$ cat src/rtl/regfile_pair_gen.sv
// Byte register file with even/odd pair operations (add constant, move, swap)
// and carry/zero flags from the pair add. Reads are combinational.
module regfile_pair_gen #(
    parameter int DATA_W   = 8,
    parameter int NUM_REGS = 16,
    parameter int CONST_W  = 9,
    parameter int BYPASS   = 1
) (
    input  logic                          clk,
    input  logic                          reset,
    input  logic                          wr_en,
    input  logic [$clog2(NUM_REGS)-1:0]   wr_sel,
    input  logic [DATA_W-1:0]             wr_data,
    input  logic [$clog2(NUM_REGS)-1:0]   a_sel,
    input  logic [$clog2(NUM_REGS)-1:0]   b_sel,
    input  logic [1:0]                    pair_op,
    input  logic [CONST_W-1:0]            constant,
    output logic [DATA_W-1:0]             out_a,
    output logic [DATA_W-1:0]             out_b,
    output logic [DATA_W-1:0]             out_c,
    output logic [2*DATA_W-1:0]           out_pair_a,
    output logic                          pair_carry,
    output logic                          pair_zero
);
    localparam int AW = $clog2(NUM_REGS);
    localparam int PW = 2 * DATA_W;

    localparam logic [1:0] OP_ADD  = 2'b01;
    localparam logic [1:0] OP_MOVE = 2'b10;
    localparam logic [1:0] OP_SWAP = 2'b11;

    logic [DATA_W-1:0] r_rf [NUM_REGS];
    logic              r_carry;
    logic              r_zero;

    logic [DATA_W-1:0] w_rf_next [NUM_REGS];
    logic [AW-2:0]     w_pa;
    logic [AW-2:0]     w_pb;
    logic [PW-1:0]     w_pair_a;
    logic [PW-1:0]     w_pair_b;
    logic [PW-1:0]     w_const_ext;
    logic [PW:0]       w_sum;
    logic [PW-1:0]     w_add_res;

    assign w_pa        = a_sel[AW-1:1];
    assign w_pb        = b_sel[AW-1:1];
    assign w_pair_a    = {r_rf[{w_pa, 1'b1}], r_rf[{w_pa, 1'b0}]};
    assign w_pair_b    = {r_rf[{w_pb, 1'b1}], r_rf[{w_pb, 1'b0}]};
    assign w_const_ext = PW'($signed(constant));
    assign w_sum       = {1'b0, w_pair_b} + {1'b0, w_const_ext};
    assign w_add_res   = w_sum[PW-1:0];

    // Per-register next value: pair op result first, then a byte write overrides its own byte.
    generate
        for (genvar gi = 0; gi < NUM_REGS; gi++) begin : g_reg
            localparam logic [AW-2:0] PIDX = (AW-1)'(gi / 2);
            localparam logic [AW-1:0] RIDX = AW'(gi);
            localparam int            LO   = (gi % 2) * DATA_W;
            logic [DATA_W-1:0] w_next;

            always_comb begin
                w_next = r_rf[gi];
                case (pair_op)
                    OP_ADD: begin
                        if (w_pb == PIDX) w_next = w_add_res[LO +: DATA_W];
                    end
                    OP_MOVE: begin
                        if (w_pa == PIDX) w_next = w_pair_b[LO +: DATA_W];
                    end
                    OP_SWAP: begin
                        if (w_pa == PIDX)      w_next = w_pair_b[LO +: DATA_W];
                        else if (w_pb == PIDX) w_next = w_pair_a[LO +: DATA_W];
                    end
                    default: ;
                endcase
                if (wr_en && wr_sel == RIDX) w_next = wr_data;
            end

            assign w_rf_next[gi] = w_next;
        end
    endgenerate

    always_ff @(posedge clk) begin
        if (reset) begin
            for (int i = 0; i < NUM_REGS; i++) r_rf[i] <= '0;
            r_carry <= 1'b0;
            r_zero  <= 1'b0;
        end else begin
            for (int i = 0; i < NUM_REGS; i++) r_rf[i] <= w_rf_next[i];
            if (pair_op == OP_ADD) begin
                r_carry <= w_sum[PW];
                r_zero  <= (w_add_res == '0);
            end
        end
    end

    // Only the byte ports forward a same-cycle write; pair views always show stored state.
    assign out_a      = (BYPASS != 0 && wr_en && wr_sel == a_sel) ? wr_data : r_rf[a_sel];
    assign out_b      = (BYPASS != 0 && wr_en && wr_sel == b_sel) ? wr_data : r_rf[b_sel];
    assign out_c      = r_rf[{w_pb, 1'b1}];
    assign out_pair_a = w_pair_a;
    assign pair_carry = r_carry;
    assign pair_zero  = r_zero;
endmodule

$ cat config.mk
export PLATFORM = sky130hd
export DESIGN_NAME = regfile_pair_gen
export DESIGN_NICKNAME = d
export VERILOG_FILES = /design/src/rtl/regfile_pair_gen.sv
export SDC_FILE = /design/constraint.sdc
export NUM_CORES = 1
export LEC_CHECK = 0
export BUFFER_PORTS_ARGS = -buffer_cell sky130_fd_sc_hd__buf_4
export CAP_MARGIN = 30
export CORE_MARGIN = 10
export CORE_UTILIZATION = 55
export DETAILED_ROUTE_END_ITERATION = 16
export HOLD_SLACK_MARGIN = 0.06
export PLACE_DENSITY = 0.82
export SLEW_MARGIN = 0
export SYNTH_ARGS = -nofsm -noshare
export SYNTH_HDL_FRONTEND = slang
export SYNTH_SLANG_ARGS = --single-unit
$ cat constraint.sdc
create_clock -name clk -period 6.2 [get_ports clk]
set_input_delay 0.93 -clock clk [delete_from_list [all_inputs] [get_ports clk]]
set_output_delay 0.93 -clock clk [all_outputs]
set_load 0.01 [all_outputs]
==> metrics.txt <==
f_max roughly 200 MHz; synth unique cells 58; outcome finished clean; M3 GR Usage between 10% and 20%; post-route clock period utilization about four fifths; Post-DP Area about 0.011 mm²; CP bufs+invs 1; Slowest Stage Delay on Critical Path approximately 690 ps; initial DRC count 2348; top post-synthesis cells by area edfxtp_1 36%, mux4_2 14%, a22oi_1 8.5%; Rows 50; Setup CP Type input port to flip-flop; htree depth 4; setup total negative slack 0 ps; FFs w/ async S/R, synth 0%; post-synthesis net count approximately 1100; dpl hpwl between 20000 and 30000 µm; Worst Skew roughly 14 ps; layout cells sized above 1 20.4%; Bufs on Longest Clock Path 2; Min-Delay Path Depth 2; final hold violation count 0; part of the Yosys area used for sequential elements between 30% and 40%; die area around 0.025 mm²; Post-CTS Resized 0; total track usage roughly 30%; final WL roughly 39000 µm; type of the worst min-delay path flip-flop to flip-flop; max_cap viols 0; most common cell in the synthesized netlist edfxtp_1; starting density of the core approximately 56%; min-delay src pair_zero$_SDFFE_PP0N_; total grt overflow 0; Core Area approximately 0.019 mm²; antenna violations before repair 0; Root Buffer clkbuf_16; RR Startpoint r_rf[6][2]$_SDFFCE_PN0P_; fill cell count 1524; number of enable flip-flop cells after synthesis about 130; final instance area 0.0117 mm²; met1 Track Usage GR between 30% and 40%; Post-CTS Hold Fix Bufs 0; relative slew slack 23.2%; # nets final between 1000 and 1500; Diodes inserted 0; worst vdd ir 0.195 mV; Post-Synthesis Cells 1064; vias in the first global route just over 10000; Reg2Reg Depth 10; Mapped Area roughly 0.011 mm²; crit path from b_sel[1]; CTS tree yes; DR vias/cell 8.00; Least-Margin Pin Slew 1150 ps; Slew Limit Fails 0; I/O Buffers 75; CP Data Required Time 6350 ps; drt drc 0; Die Ht between 150 and 200 µm; pre-CTS setup slack approximately 890 ps; clk sinks 130; leakage power total about 4.0 nW; Primary FF master, synth edfxtp_1; Inserted Clock Buffers 17; antenna-violating nets left 0; setup violators final 0; Crit path depth 11; setup slack, reg-to-reg about 2000 ps; Tmin final between 4000 and 5000 ps; Max Fanout on Critical Path 38; Final WS setup between 1000 and 1500 ps; RSZ-0062 raised after global routing false; worst skew pair latency around 450 ps; largest net degree at the start of global routing 70; GR peak layer met2; Ports 76; via count roughly 11000; PD cells ~300 mW/mm²; Avg Cell Area, Syn between 10 and 15 µm²; Wirelength per Cell approximately 30 µm; DRT Pass-1 Iters 8; critical path's slowest cell a2bb2oi_1; RD Place Congestion between 0.9 and 1; met2 GRT Util a little over two fifths; startpoint types input port; CP cell instances buf_4, mux4_2, mux2_2, ha_1, and3_4, a2111oi_4, o21bai_1, a21oi_1, xor2_1, a2bb2oi_1, a31oi_1; CP top delay family compound AO/OA/AOI/OAI gates; area grow syn2layout 10.1%; total chip power 3.54 mW; area share of the largest cell type after synthesis between 30% and 40%; Synth Register Bits 130; die width ~160 µm; end of the critical path r_rf[8][7]$_SDFFCE_PN0P_; Synth Warn # 0; Critical R2R Capture r_rf[8][7]$_SDFFCE_PN0P_; post-synth top area cell edfxtp_1; most frequent cells after synthesis 128 x edfxtp_1, 123 x o21ai_0, 120 x a22oi_1; Post-CTS Setup Repair Bufs 0; Worst setup EP type flip-flop; first-pass GRT wire length approximately 59000 µm; Clock transition at path regs 60 ps; crit path DAT between 5000 and 6000 ps
==> layout by cell type, fill, tap and decap left out, drive strengths merged, types with 13 or more instances in the layout <==
| cell | synthesis | layout |
|---|---|---|
| a21oi | 46 | 46 |
| a22oi | 120 | 120 |
| a311oi | 44 | 44 |
| a31oi | 78 | 78 |
| buf | 25 | 85 |
| clkbuf | 84 | 18 |
| edfxtp | 128 | 128 |
| ha | 19 | 19 |
| inv | 12 | 14 |
| mux2 | 22 | 22 |
| mux2i | 18 | 18 |
| mux4 | 64 | 64 |
| nand2 | 66 | 66 |
| nand2b | 14 | 14 |
| nand3 | 13 | 13 |
| nor2 | 65 | 65 |
| o21ai | 125 | 125 |
| xor2 | 14 | 14 |
==> layer usage <==
layer  share of wire (%)  wire length (µm)  vias to the layer above
met1                  33             12900                     4869
met2                  43             16800                     1219
met4                 5.5              2150                        0
li1                    -                 -                     4326
met3                  19              7460                      239
met5                   0                 0                        -
==> power by group <==
group	switching (mW)	internal, mW
Sequential	0.0764	1.15
Combinational	0.882	0.506
Clock	0.418	0.506
Total	1.38	2.16
==> per-stage QoR <==
stage / instances / util, % / hold WS, ps
2_1_floorplan: 1064 / - / 469
3_3_place_gp: 1298 / 59.2 / 458
3_5_place_dp: 1299 / 59.3 / 467
4_1_cts: 1330 / 62.0 / 485
5_1_grt: 1331 / 62.1 / 495
6_report: 1331 / 62.1 / 484
==> tightest hold or removal path, stage by stage, from the launching register on <==
cell	delay [ps]
dfxtp_1	320
nand2_1	50
o21ai_1	60
==> worst min path at each step <==
stage	endpoint	slack (ps)
finish	pair_zero$_SDFFE_PP0N_	480
global route	pair_zero$_SDFFE_PP0N_	500
CTS	pair_zero$_SDFFE_PP0N_	490
detailed placement	pair_zero$_SDFFE_PP0N_	470
global placement	pair_zero$_SDFFE_PP0N_	460
floorplan	pair_zero$_SDFFE_PP0N_	470
==> cells by family after synthesis <==
| group | Yosys count | share of synthesized area [%] |
|---|---|---|
| buf+inv | 125 | 4.50 |
| fa+ha+maj | 20 | 2.42 |
| compound gates | 462 | 28.7 |
| flops | 130 | 36.5 |
| xor+xnor | 19 | 1.56 |
| mux | 104 | 17.5 |
| simple gates | 204 | 8.83 |
==> flip-flops by register name (all words and copies together), names as in the netlist <==
register	flops
pair_carry	1
pair_zero	1
r_rf	128
==> area by class of cell <==
cell class              instances  area (µm²)  area share (%)
clock buffers                  18         429            3.66
clock inverters                13        90.1           0.768
inverters                      16        60.1           0.512
multi-input cells             809        6300            53.7
flip-flops and latches        130        3880            33.1
well taps                     260         325            2.77
repair buffers                 85         638            5.44
No activity file was read; power rests on OpenSTA's default activity.
